File: config.mk
export PLATFORM = sky130hd
export DESIGN_NAME = debug_result_sender_flat
export DESIGN_NICKNAME = d
export VERILOG_FILES = /design/src/rtl/debug_result_sender_if.sv /design/src/rtl/debug_result_sender.sv /design/src/flat_wrapper.sv
export SDC_FILE = /design/constraint.sdc
export NUM_CORES = 1
export LEC_CHECK = 0
export BUFFER_PORTS_ARGS = -buffer_cell sky130_fd_sc_hd__buf_2
export CAP_MARGIN = 20
export CORE_MARGIN = 2
export CORE_UTILIZATION = 46
export DETAILED_ROUTE_END_ITERATION = 10
export GPL_TIMING_DRIVEN = 1
export HOLD_SLACK_MARGIN = 0.12
export PLACE_DENSITY = 0.69
export SETUP_SLACK_MARGIN = 0.05
export SYNTH_ARGS = -nofsm -noshare
export SYNTH_HDL_FRONTEND = slang
export SYNTH_SLANG_ARGS = --single-unit
export TNS_END_PERCENT = 1
File: constraint.sdc
create_clock -name clk -period 2.4 [get_ports clk]
set_input_delay 0.36 -clock clk [delete_from_list [all_inputs] [get_ports clk]]
set_output_delay 0.36 -clock clk [all_outputs]
set_load 0.05 [all_outputs]
File: src/rtl/debug_result_sender_if.sv
// debug_result_sender_if
//   Groups the request side (start/result/size -> busy/done) and the UART
//   byte handshake (tx_data/tx_start -> tx_done) of debug_result_sender.
//   slave  : the sender itself
//   master : whoever issues requests and plays the UART transmitter
interface debug_result_sender_if;
  logic        start;
  logic [31:0] result;
  logic [1:0]  size;
  logic [7:0]  tx_data;
  logic        tx_start;
  logic        tx_done;
  logic        busy;
  logic        done;

  modport slave (
    input  start, result, size, tx_done,
    output tx_data, tx_start, busy, done
  );

  modport master (
    output start, result, size, tx_done,
    input  tx_data, tx_start, busy, done
  );
endinterface

File: src/rtl/debug_result_sender.sv
// debug_result_sender
//   Captures a 32-bit debug word on start and streams size+1 bytes of it to a
//   byte-wide UART transmitter, one tx_start/tx_done handshake per byte.
//   Ports:
//     clk    rising-edge clock
//     reset  asynchronous, active-high reset
//     bus    debug_result_sender_if.slave
//            start/result/size in, busy/done out,
//            tx_data/tx_start out, tx_done in
//   Parameter:
//     LSB_FIRST  1: result[7:0] first; 0: top byte of the sent field first
//   Build option:
//     DEBUG_TX_CHECKSUM_EN  append one byte = XOR of all data bytes sent
module debug_result_sender #(
  parameter bit LSB_FIRST = 1'b1
) (
  input  logic clk,
  input  logic reset,
  debug_result_sender_if.slave bus
);

  typedef enum logic [1:0] {IDLE, SEND, WAIT, FINISH} state_e;

  state_e      state_q, state_d;
  logic [31:0] shadow_q, shadow_d;
  logic [2:0]  cnt_q, cnt_d;      // bytes still to be completed
  logic [1:0]  ptr_q, ptr_d;      // byte index of shadow currently on tx_data
  logic [7:0]  tx_data_q, tx_data_d;
`ifdef DEBUG_TX_CHECKSUM_EN
  logic [7:0]  csum_q, csum_d;    // XOR of data bytes loaded so far
`endif

  logic [1:0]  first_ptr;
  logic [1:0]  next_ptr;
  logic [7:0]  next_byte;

  function automatic logic [7:0] byte_sel(input logic [31:0] w, input logic [1:0] idx);
    logic [7:0] b;
    case (idx)
      2'd0:    b = w[7:0];
      2'd1:    b = w[15:8];
      2'd2:    b = w[23:16];
      default: b = w[31:24];
    endcase
    return b;
  endfunction

  always_comb begin
    state_d   = state_q;
    shadow_d  = shadow_q;
    cnt_d     = cnt_q;
    ptr_d     = ptr_q;
    tx_data_d = tx_data_q;
`ifdef DEBUG_TX_CHECKSUM_EN
    csum_d    = csum_q;
`endif
    // MSB-first walks down from the top byte of the requested field
    first_ptr = LSB_FIRST ? 2'd0 : bus.size;
    next_ptr  = LSB_FIRST ? ptr_q + 2'd1 : ptr_q - 2'd1;
    next_byte = byte_sel(shadow_q, next_ptr);

    case (state_q)
      IDLE, FINISH: begin
        state_d = IDLE;
        if (bus.start) begin
          state_d   = SEND;
          shadow_d  = bus.result;
          ptr_d     = first_ptr;
          // first byte is taken straight from result so it is valid with tx_start
          tx_data_d = byte_sel(bus.result, first_ptr);
`ifdef DEBUG_TX_CHECKSUM_EN
          cnt_d     = {1'b0, bus.size} + 3'd2;
          csum_d    = byte_sel(bus.result, first_ptr);
`else
          cnt_d     = {1'b0, bus.size} + 3'd1;
`endif
        end
      end
      SEND: state_d = WAIT;  // tx_done here is deliberately ignored
      WAIT: begin
        if (bus.tx_done) begin
          cnt_d = cnt_q - 3'd1;
          if (cnt_d == 3'd0) begin
            state_d = FINISH;
          end else begin
            state_d = SEND;
            ptr_d   = next_ptr;
`ifdef DEBUG_TX_CHECKSUM_EN
            // one byte left means the checksum slot
            if (cnt_d == 3'd1) begin
              tx_data_d = csum_q;
            end else begin
              tx_data_d = next_byte;
              csum_d    = csum_q ^ next_byte;
            end
`else
            tx_data_d = next_byte;
`endif
          end
        end
      end
      default: state_d = IDLE;
    endcase
  end

  always_ff @(posedge clk or posedge reset) begin
    if (reset) begin
      state_q   <= IDLE;
      shadow_q  <= '0;
      cnt_q     <= '0;
      ptr_q     <= '0;
      tx_data_q <= '0;
`ifdef DEBUG_TX_CHECKSUM_EN
      csum_q    <= '0;
`endif
    end else begin
      state_q   <= state_d;
      shadow_q  <= shadow_d;
      cnt_q     <= cnt_d;
      ptr_q     <= ptr_d;
      tx_data_q <= tx_data_d;
`ifdef DEBUG_TX_CHECKSUM_EN
      csum_q    <= csum_d;
`endif
    end
  end

  // Decoded straight from the state flop so reset clears them at once
  assign bus.tx_data  = tx_data_q;
  assign bus.tx_start = (state_q == SEND);
  assign bus.busy     = (state_q == SEND) || (state_q == WAIT);
  assign bus.done     = (state_q == FINISH);

endmodule

File: src/flat_wrapper.sv
// flat-port wrapper written by rule: the top's interface ports become plain ports
module debug_result_sender_flat 
#(
  parameter bit LSB_FIRST = 1'b1
)
  (clk, reset, bus_start, bus_result, bus_size, bus_tx_done, bus_tx_data, bus_tx_start, bus_busy, bus_done);
  debug_result_sender_if bus_i ();
  input  logic clk;
  input  logic reset;
  input wire logic [$bits(bus_i.start)-1:0] bus_start;
  input wire logic [$bits(bus_i.result)-1:0] bus_result;
  input wire logic [$bits(bus_i.size)-1:0] bus_size;
  input wire logic [$bits(bus_i.tx_done)-1:0] bus_tx_done;
  output wire logic [$bits(bus_i.tx_data)-1:0] bus_tx_data;
  output wire logic [$bits(bus_i.tx_start)-1:0] bus_tx_start;
  output wire logic [$bits(bus_i.busy)-1:0] bus_busy;
  output wire logic [$bits(bus_i.done)-1:0] bus_done;
  assign bus_i.start = bus_start;
  assign bus_i.result = bus_result;
  assign bus_i.size = bus_size;
  assign bus_i.tx_done = bus_tx_done;
  assign bus_tx_data = bus_i.tx_data;
  assign bus_tx_start = bus_i.tx_start;
  assign bus_busy = bus_i.busy;
  assign bus_done = bus_i.done;
  debug_result_sender #(.LSB_FIRST(LSB_FIRST)) u_core (.clk(clk), .reset(reset), .bus(bus_i));
endmodule
==> impl_metrics.csv, run 1 <==
group,metric,value,unit
outcome,status,"completed",
min_path,min_path_type,"in -> async",
sta,fin_crit_sh,0.7888,
pwr,total_power,0.003595,W
detailed_routing,routedWlPerCell,13.86,µm
clocking,cts_resized,0,
pwr,power_leakage,1.224,nW
detailed_routing,post-route-drc-count,0,
clocking,postCtsHoldBufs,0,
yosys,yosys_warnings,0,
detailed_routing,wl,4381,µm
sta,fin_crit,1893,ps
floorplan,start_util,0.4816,
worst_setup_path,cp_data_arrival_time,2050,ps
layout,drive_gt1_frac,0.3896,
sta,worst_clock_skew,8.180,ps
worst_setup_path,critPathRequiredTime,2550,ps
global_routing,grt_pass1_vias,1561,
placement,portBuffers,48,
detailed_routing,viasPerCell,5.035,
placement,dp_hpwl,3230,µm
worst_setup_path,cp_max_fo,20,
sta,max_freq,528.2,MHz
pwr,p_per_area,1349,nW/µm²
clocking,path_clk_slew,80,ps
worst_setup_path,cp-start-kind,"flop",
sta,whs,180.0,ps
floorplan,die-width,74.79,µm
worst_setup_path,crit_slowest_cell,"dfrtp_1",
sta,rsz0062_at_grt,"no",
detailed_routing,drt_pass1_iterations,4,
layout,insertedDiodeCount,0,
sta,slew_headroom,0.5246,
yosys,syn-num-nets,251,
yosys,syn_area,2305,µm²
pwr,ir_drop,0.6793,mV
layout,multi_input_area,1012,µm²
yosys,syn_inst,203,
worst_setup_path,r2r_start,"u_core.state_q[0]$_DFFE_PP0P_",
placement,place.gp.congestion,0.7689,
sta,tightest_slew,711.0,ps
layout,area_growth,15.64,%
clocking,cts_setup_buffers,0,
detailed_routing,antenna_left,0,
layout,final_cell_mix,"buf_2, dfrtp_1, mux2_2",
sta,setup_ws,506.9,ps
layout,layout_commonest_cell,"buf_2",
worst_setup_path,max_stage_delay,420,ps
global_routing,antenna_found_initial,0,
floorplan,ios,49,
sta,tns,0,ps
worst_setup_path,critPathLaunch,"u_core.state_q[0]$_DFFE_PP0P_",
worst_setup_path,cp-end-kind,"flop",
layout,nets,296,
clocking,cts_sinks,47,
yosys,synth-seq-area-share,0.5103,
clocking,cts_tree,"built",
global_routing,grt_pass1_wl,7631,µm
clocking,cts.root.buffer_cell,"clkbuf_8",
yosys,syn_area_per_cell,11.35,µm²
global_routing,grt-ovfl-total,0,
sta,finalSetupViolCount,0,
placement,dp_slack,489.2,ps
worst_setup_path,crit_type,"reg -> reg",
yosys,ys_ff_latch,47,
clocking,clock_latency,310,ps
floorplan,core,4786,µm²
global_routing,grt_max_degree,48,
detailed_routing,drt_iter0_markers,84,
job,cap_viol_max_count,0,
yosys,synth_cell_type_count,31,
clocking,cts_buffers,5,
sta,finalMaxSlewViolations,0,
floorplan,num_rows,25,
worst_setup_path,cp_cell_sequence,"inv_1, ha_1, buf_4, mux2_4, o211ai_2, o21ai_0",
global_routing,grt_use_total,0.1856,
layout,nFillCells,428,
floorplan,die-height,74.79,µm
detailed_routing,vias,1591,
layout,ff_latch_area,1176,µm²
clocking,cts_max_level,2,
sta,hold_violations,0,
floorplan,die_area,5593,µm²
clocking,clockBufferDepth,2,
layer usage:
metal / part of all wire / track usage / wire length [µm] / up-vias
met1: 0.51 / 0.2785 / 2227 / 741
met3: 0.068 / 0.06292 / 298 / 8
li1: - / - / - / 798
met2: 0.41 / 0.2507 / 1779 / 44
met4: 0.017 / 0.06548 / 75 / 0
met5: 0 / 0 / 0 / -
synthesized netlist by cell type:
cell | number | share of area
nand2b_1 | 1 | 0.0027
and2_4 | 1 | 0.0038
nand3_1 | 8 | 0.017
dfrtp_1 | 47 | 0.51
a31oi_1 | 1 | 0.0027
o221ai_1 | 1 | 0.0038
nor2_1 | 3 | 0.0049
o22ai_1 | 1 | 0.0027
o21ai_1 | 2 | 0.0043
xor2_1 | 1 | 0.0038
ha_1 | 10 | 0.054
inv_1 | 10 | 0.016
nand4_1 | 1 | 0.0027
nand2_1 | 27 | 0.044
o211ai_1 | 7 | 0.023
nand3b_1 | 7 | 0.023
mux2_4 | 1 | 0.0065
o21ai_0 | 11 | 0.024
buf_6 | 2 | 0.0098
a21o_1 | 2 | 0.0065
buf_2 | 6 | 0.013
buf_1 | 3 | 0.0049
clkbuf_1 | 2 | 0.0033
a22oi_1 | 8 | 0.026
buf_4 | 1 | 0.0033
a21oi_1 | 1 | 0.0022
mux2_2 | 32 | 0.16
mux2i_1 | 1 | 0.0043
nor2b_1 | 2 | 0.0054
nand3_2 | 1 | 0.0043
o211ai_2 | 2 | 0.011
area by class of cell:
class / instances / area share
clock buffer: 6 / 0.02723
clock inverter: 2 / 0.004695
inverter: 10 / 0.01408
multi-input combinational: 132 / 0.3798
sequential: 47 / 0.4413
tap: 67 / 0.03146
timing repair buffer: 52 / 0.1014
worst paths after layout:
kind	endpoint	depth (start not counted)	slack [ps]
worst min register to register	u_core.bus.tx_data[0]$_DFFE_PP0P_	2	480
worst max register to register	u_core.bus.tx_data[2]$_DFFE_PP0P_	6	510
max in group asynchronous	u_core.bus.tx_data[4]$_DFFE_PP0P_	3	1810
worst max-delay path	u_core.bus.tx_data[2]$_DFFE_PP0P_	6	510
min in group clk	u_core.shadow_q[13]$_DFFE_PP0P_	2	270
worst min-delay path	u_core.shadow_q[23]$_DFFE_PP0P_	3	180
sequential cells by signal, indices dropped and copies added (netlist names):
signal              flops
u_core.shadow_q        32
u_core.state_q          2
u_core.bus.tx_data      8
u_core.ptr_q            2
u_core.cnt_q            3
logic make-up (layout without fill, tap and decap cells):
logic type               Yosys count  count (layout)  synth area share
XOR/XNOR                           1               1          0.003801
AND/OR/NAND/NOR                   51              51            0.1080
buffers and inverters             24              70           0.05049
flip-flops                        47              47            0.5103
multiplexers                      34              34            0.1672
AO/OA/AOI/OAI                     36              36            0.1059
adder cells (fa/ha/maj)           10              10           0.05429
stage by stage:
stage / util / cells / instance area (µm²)
floorplan: - / 203 / 2305
global placement: 0.5391 / 308 / 2580
detailed placement: 0.5391 / 308 / 2580
CTS: 0.5569 / 316 / 2665
global route: 0.5569 / 316 / 2665
finish: 0.5569 / 316 / 2665
worst max-delay path, delay by kind of cell (launching register included):
family / cells / cell delay, ps
adder cells (fa/ha/maj): 1 / 220
buffers and inverters: 2 / 290
AO/OA/AOI/OAI: 2 / 490
multiplexers: 1 / 320
flip-flops: 1 / 420
power breakdown:
group | total (W) | switching (W) | internal (W)
registers | 0.00142 | 0.000226 | 0.00119
logic | 0.00170 | 0.000999 | 0.000704
clock network | 0.000473 | 0.000269 | 0.000204
total | 0.00360 | 0.00149 | 0.00210
Note: power is estimated with default switching activity, not from simulation.
==> run 2: changes to the inputs <==
Settings changed: PLACE_DENSITY 0.69 to 0.72.
Clock period 2.4 ns to 1.6 ns, I/O delays scaled along.
==> impl_metrics.csv, run 2 (synthesis gave the netlist of run 1 again) <==
group,metric,value,unit
outcome,status,"completed",
worst_setup_path,reg2reg_to,"u_core.shadow_q[30]$_DFFE_PP0P_",
worst_setup_path,cp_data_arrival_time,1710,ps
job,cap_viol_max_count,0,
layout,area_growth,24.97,%
placement,place.gp.congestion,0.7436,
layout,ff_latch_area,1177,µm²
min_path,worstHoldEndpoint,"u_core.shadow_q[28]$_DFFE_PP0P_",
sta,hold_violations,0,
worst_setup_path,cp_cell_sequence,"inv_2, ha_4, nand2_1, buf_12, mux2_2",
sta,worst_clock_skew,8.375,ps
global_routing,grt_max_degree,48,
pwr,ir_drop,1.267,mV
placement,dpl_cell_area,2645,µm²
detailed_routing,antenna_left,0,
layout,insertedDiodeCount,0,
detailed_routing,post-route-drc-count,0,
min_path,hold_depth,2,
detailed_routing,viasPerCell,4.960,
sta,max_freq,657.0,MHz
detailed_routing,wl,4321,µm
detailed_routing,wl_met1,2184,µm
detailed_routing,vias,1602,
clocking,cts_max_level,2,
worst_setup_path,cp_max_fo,32,
sta,fin_crit_sh,0.9513,
placement,dp_cells,310,
floorplan,die-height,74.79,µm
detailed_routing,dr_wl_met3,194,µm
global_routing,grt-ovfl-total,0,
floorplan,start_util,0.4816,
global_routing,grt_pass1_vias,1597,
floorplan,ios,49,
global_routing,grt_use_total,0.1745,
placement,dp_hpwl,3140,µm
layout,nets,303,
placement,portBuffers,48,
layout,layout_commonest_cell,"buf_2",
worst_setup_path,max_stage_delay,400,ps
layout,final_cell_mix,"buf_2, dfrtp_1, mux2_2",
floorplan,core,4786,µm²
pwr,power_leakage,1.302,nW
clocking,cts.root.buffer_cell,"clkbuf_8",
global_routing,antenna_found_initial,0,
layout,fin_cells,323,
floorplan,num_rows,25,
pwr,p_per_area,2115,nW/µm²
clocking,clock_latency,300,ps
pwr,total_power,0.006092,W
floorplan,die-width,74.79,µm
layout,nFillCells,397,
clocking,cts_sinks,47,
detailed_routing,drt_pass1_iterations,4,
global_routing,grt_pass1_wl,7300,µm
detailed_routing,top_layer,"met4",
sta,tns,0,ps
clocking,path_clk_slew,90,ps
sta,rsz0062_at_grt,"yes",
worst_setup_path,cp-end-kind,"flop",
sta,tightest_slew,296.4,ps
sta,finalSetupViolCount,0,
clocking,clockBufferDepth,2,
layout,drive_gt1_frac,0.4492,
worst_setup_path,critPathRequiredTime,1780,ps
layout,design_area,2880,µm²
clocking,cts_buffers,5,
worst_setup_path,cp-start-kind,"flop",
min_path,min_from,"bus_result[28]",
clocking,cts_tree,"built",
sta,finalMaxSlewViolations,0,
floorplan,die_area,5593,µm²
sta,fin_crit,1522,ps
detailed_routing,met2_length,1883,µm
layout,multi_input_area,1074,µm²
min_path,min_path_type,"in -> reg",
worst_setup_path,r2r_start,"u_core.state_q[0]$_DFFE_PP0P_",
worst_setup_path,crit_slowest_cell,"dfrtp_1",
worst_setup_path,rr_worst_depth,5,
sta,slew_headroom,0.8024,
layout,largest_reg_flops,32,
layout,top_register,"u_core.shadow_q",
detailed_routing,drt_iter0_markers,76,
detailed_routing,routedWlPerCell,13.38,µm
worst_setup_path,crit_type,"reg -> reg",
worst_setup_path,r2r_setup_slack,80,ps
## run 2: changes by cell type in the layout (fill, tap and decap cells not counted), sizes merged
cell	previous run	this run
clkbuf	6	7
buf	52	57
bufinv	0	1
clkinv	1	0
dlygate4sd3	0	1
inv	10	11
clkinvlp	1	0
## run 2: area by class of cell
cell class	count	share of cell area
clock buffer	6	0.02867
clock inverter	2	0.01347
tap	67	0.02911
sequential	47	0.4088
multi-input combinational	132	0.3727
inverter	10	0.01303
timing repair buffer	59	0.1342
## run 2: worst max path at each step
stage | start | end | slack, ps
2_1_floorplan | u_core.state_q[0]$_DFFE_PP0P_ | u_core.cnt_q[0]$_DFFE_PP0P_ | 60
3_3_place_gp | u_core.state_q[0]$_DFFE_PP0P_ | u_core.shadow_q[6]$_DFFE_PP0P_ | 110
3_5_place_dp | u_core.state_q[0]$_DFFE_PP0P_ | u_core.shadow_q[30]$_DFFE_PP0P_ | 80
4_1_cts | u_core.state_q[1]$_DFFE_PP0P_ | bus_busy | 50
5_1_grt | u_core.state_q[0]$_DFFE_PP0P_ | u_core.bus.tx_data[5]$_DFFE_PP0P_ | 20
6_report | u_core.state_q[0]$_DFFE_PP0P_ | u_core.shadow_q[30]$_DFFE_PP0P_ | 80
## run 2: where the power goes
part           switching [W]  internal [W]
registers           0.000346       0.00179
clock network       0.000404      0.000514
logic                0.00162       0.00142
## run 2: per-layer routing
layer / track usage / up-vias
met1: 0.2574 / 746
met5: 0 / -
met3: 0.04418 / 6
met4: 0.05952 / 0
met2: 0.2517 / 39
li1: - / 811
## run 2: worst max-delay path: cells and delay by family, from the launching register on
kind                       cells  cell delay, ps
adders and majority gates      1             260
buffers and inverters          2             270
DFF                            1             400
muxes                          1             360
and+or+nand+nor                1             100
## run 2: per-stage QoR
| step | setup WS [ps] | hold WS [ps] | utilization |
|---|---|---|---|
| 2_1_floorplan | 62.23 | 390.4 | - |
| 3_3_place_gp | 105.3 | 296.5 | 0.5527 |
| 3_5_place_dp | 81.34 | 296.0 | 0.5527 |
| 4_1_cts | 54.83 | 156.0 | 0.5825 |
| 5_1_grt | 21.59 | 155.1 | 0.6018 |
| 6_report | 77.89 | 160.9 | 0.6018 |
## run 2: timing repair
action,CTS,global route
gates cloned,0,1
hold endpoints to repair,47,0
pin swaps,1,1
setup endpoints to repair,1,30
setup buffers,1,2
gates resized for setup,2,11
hold buffers,1,0
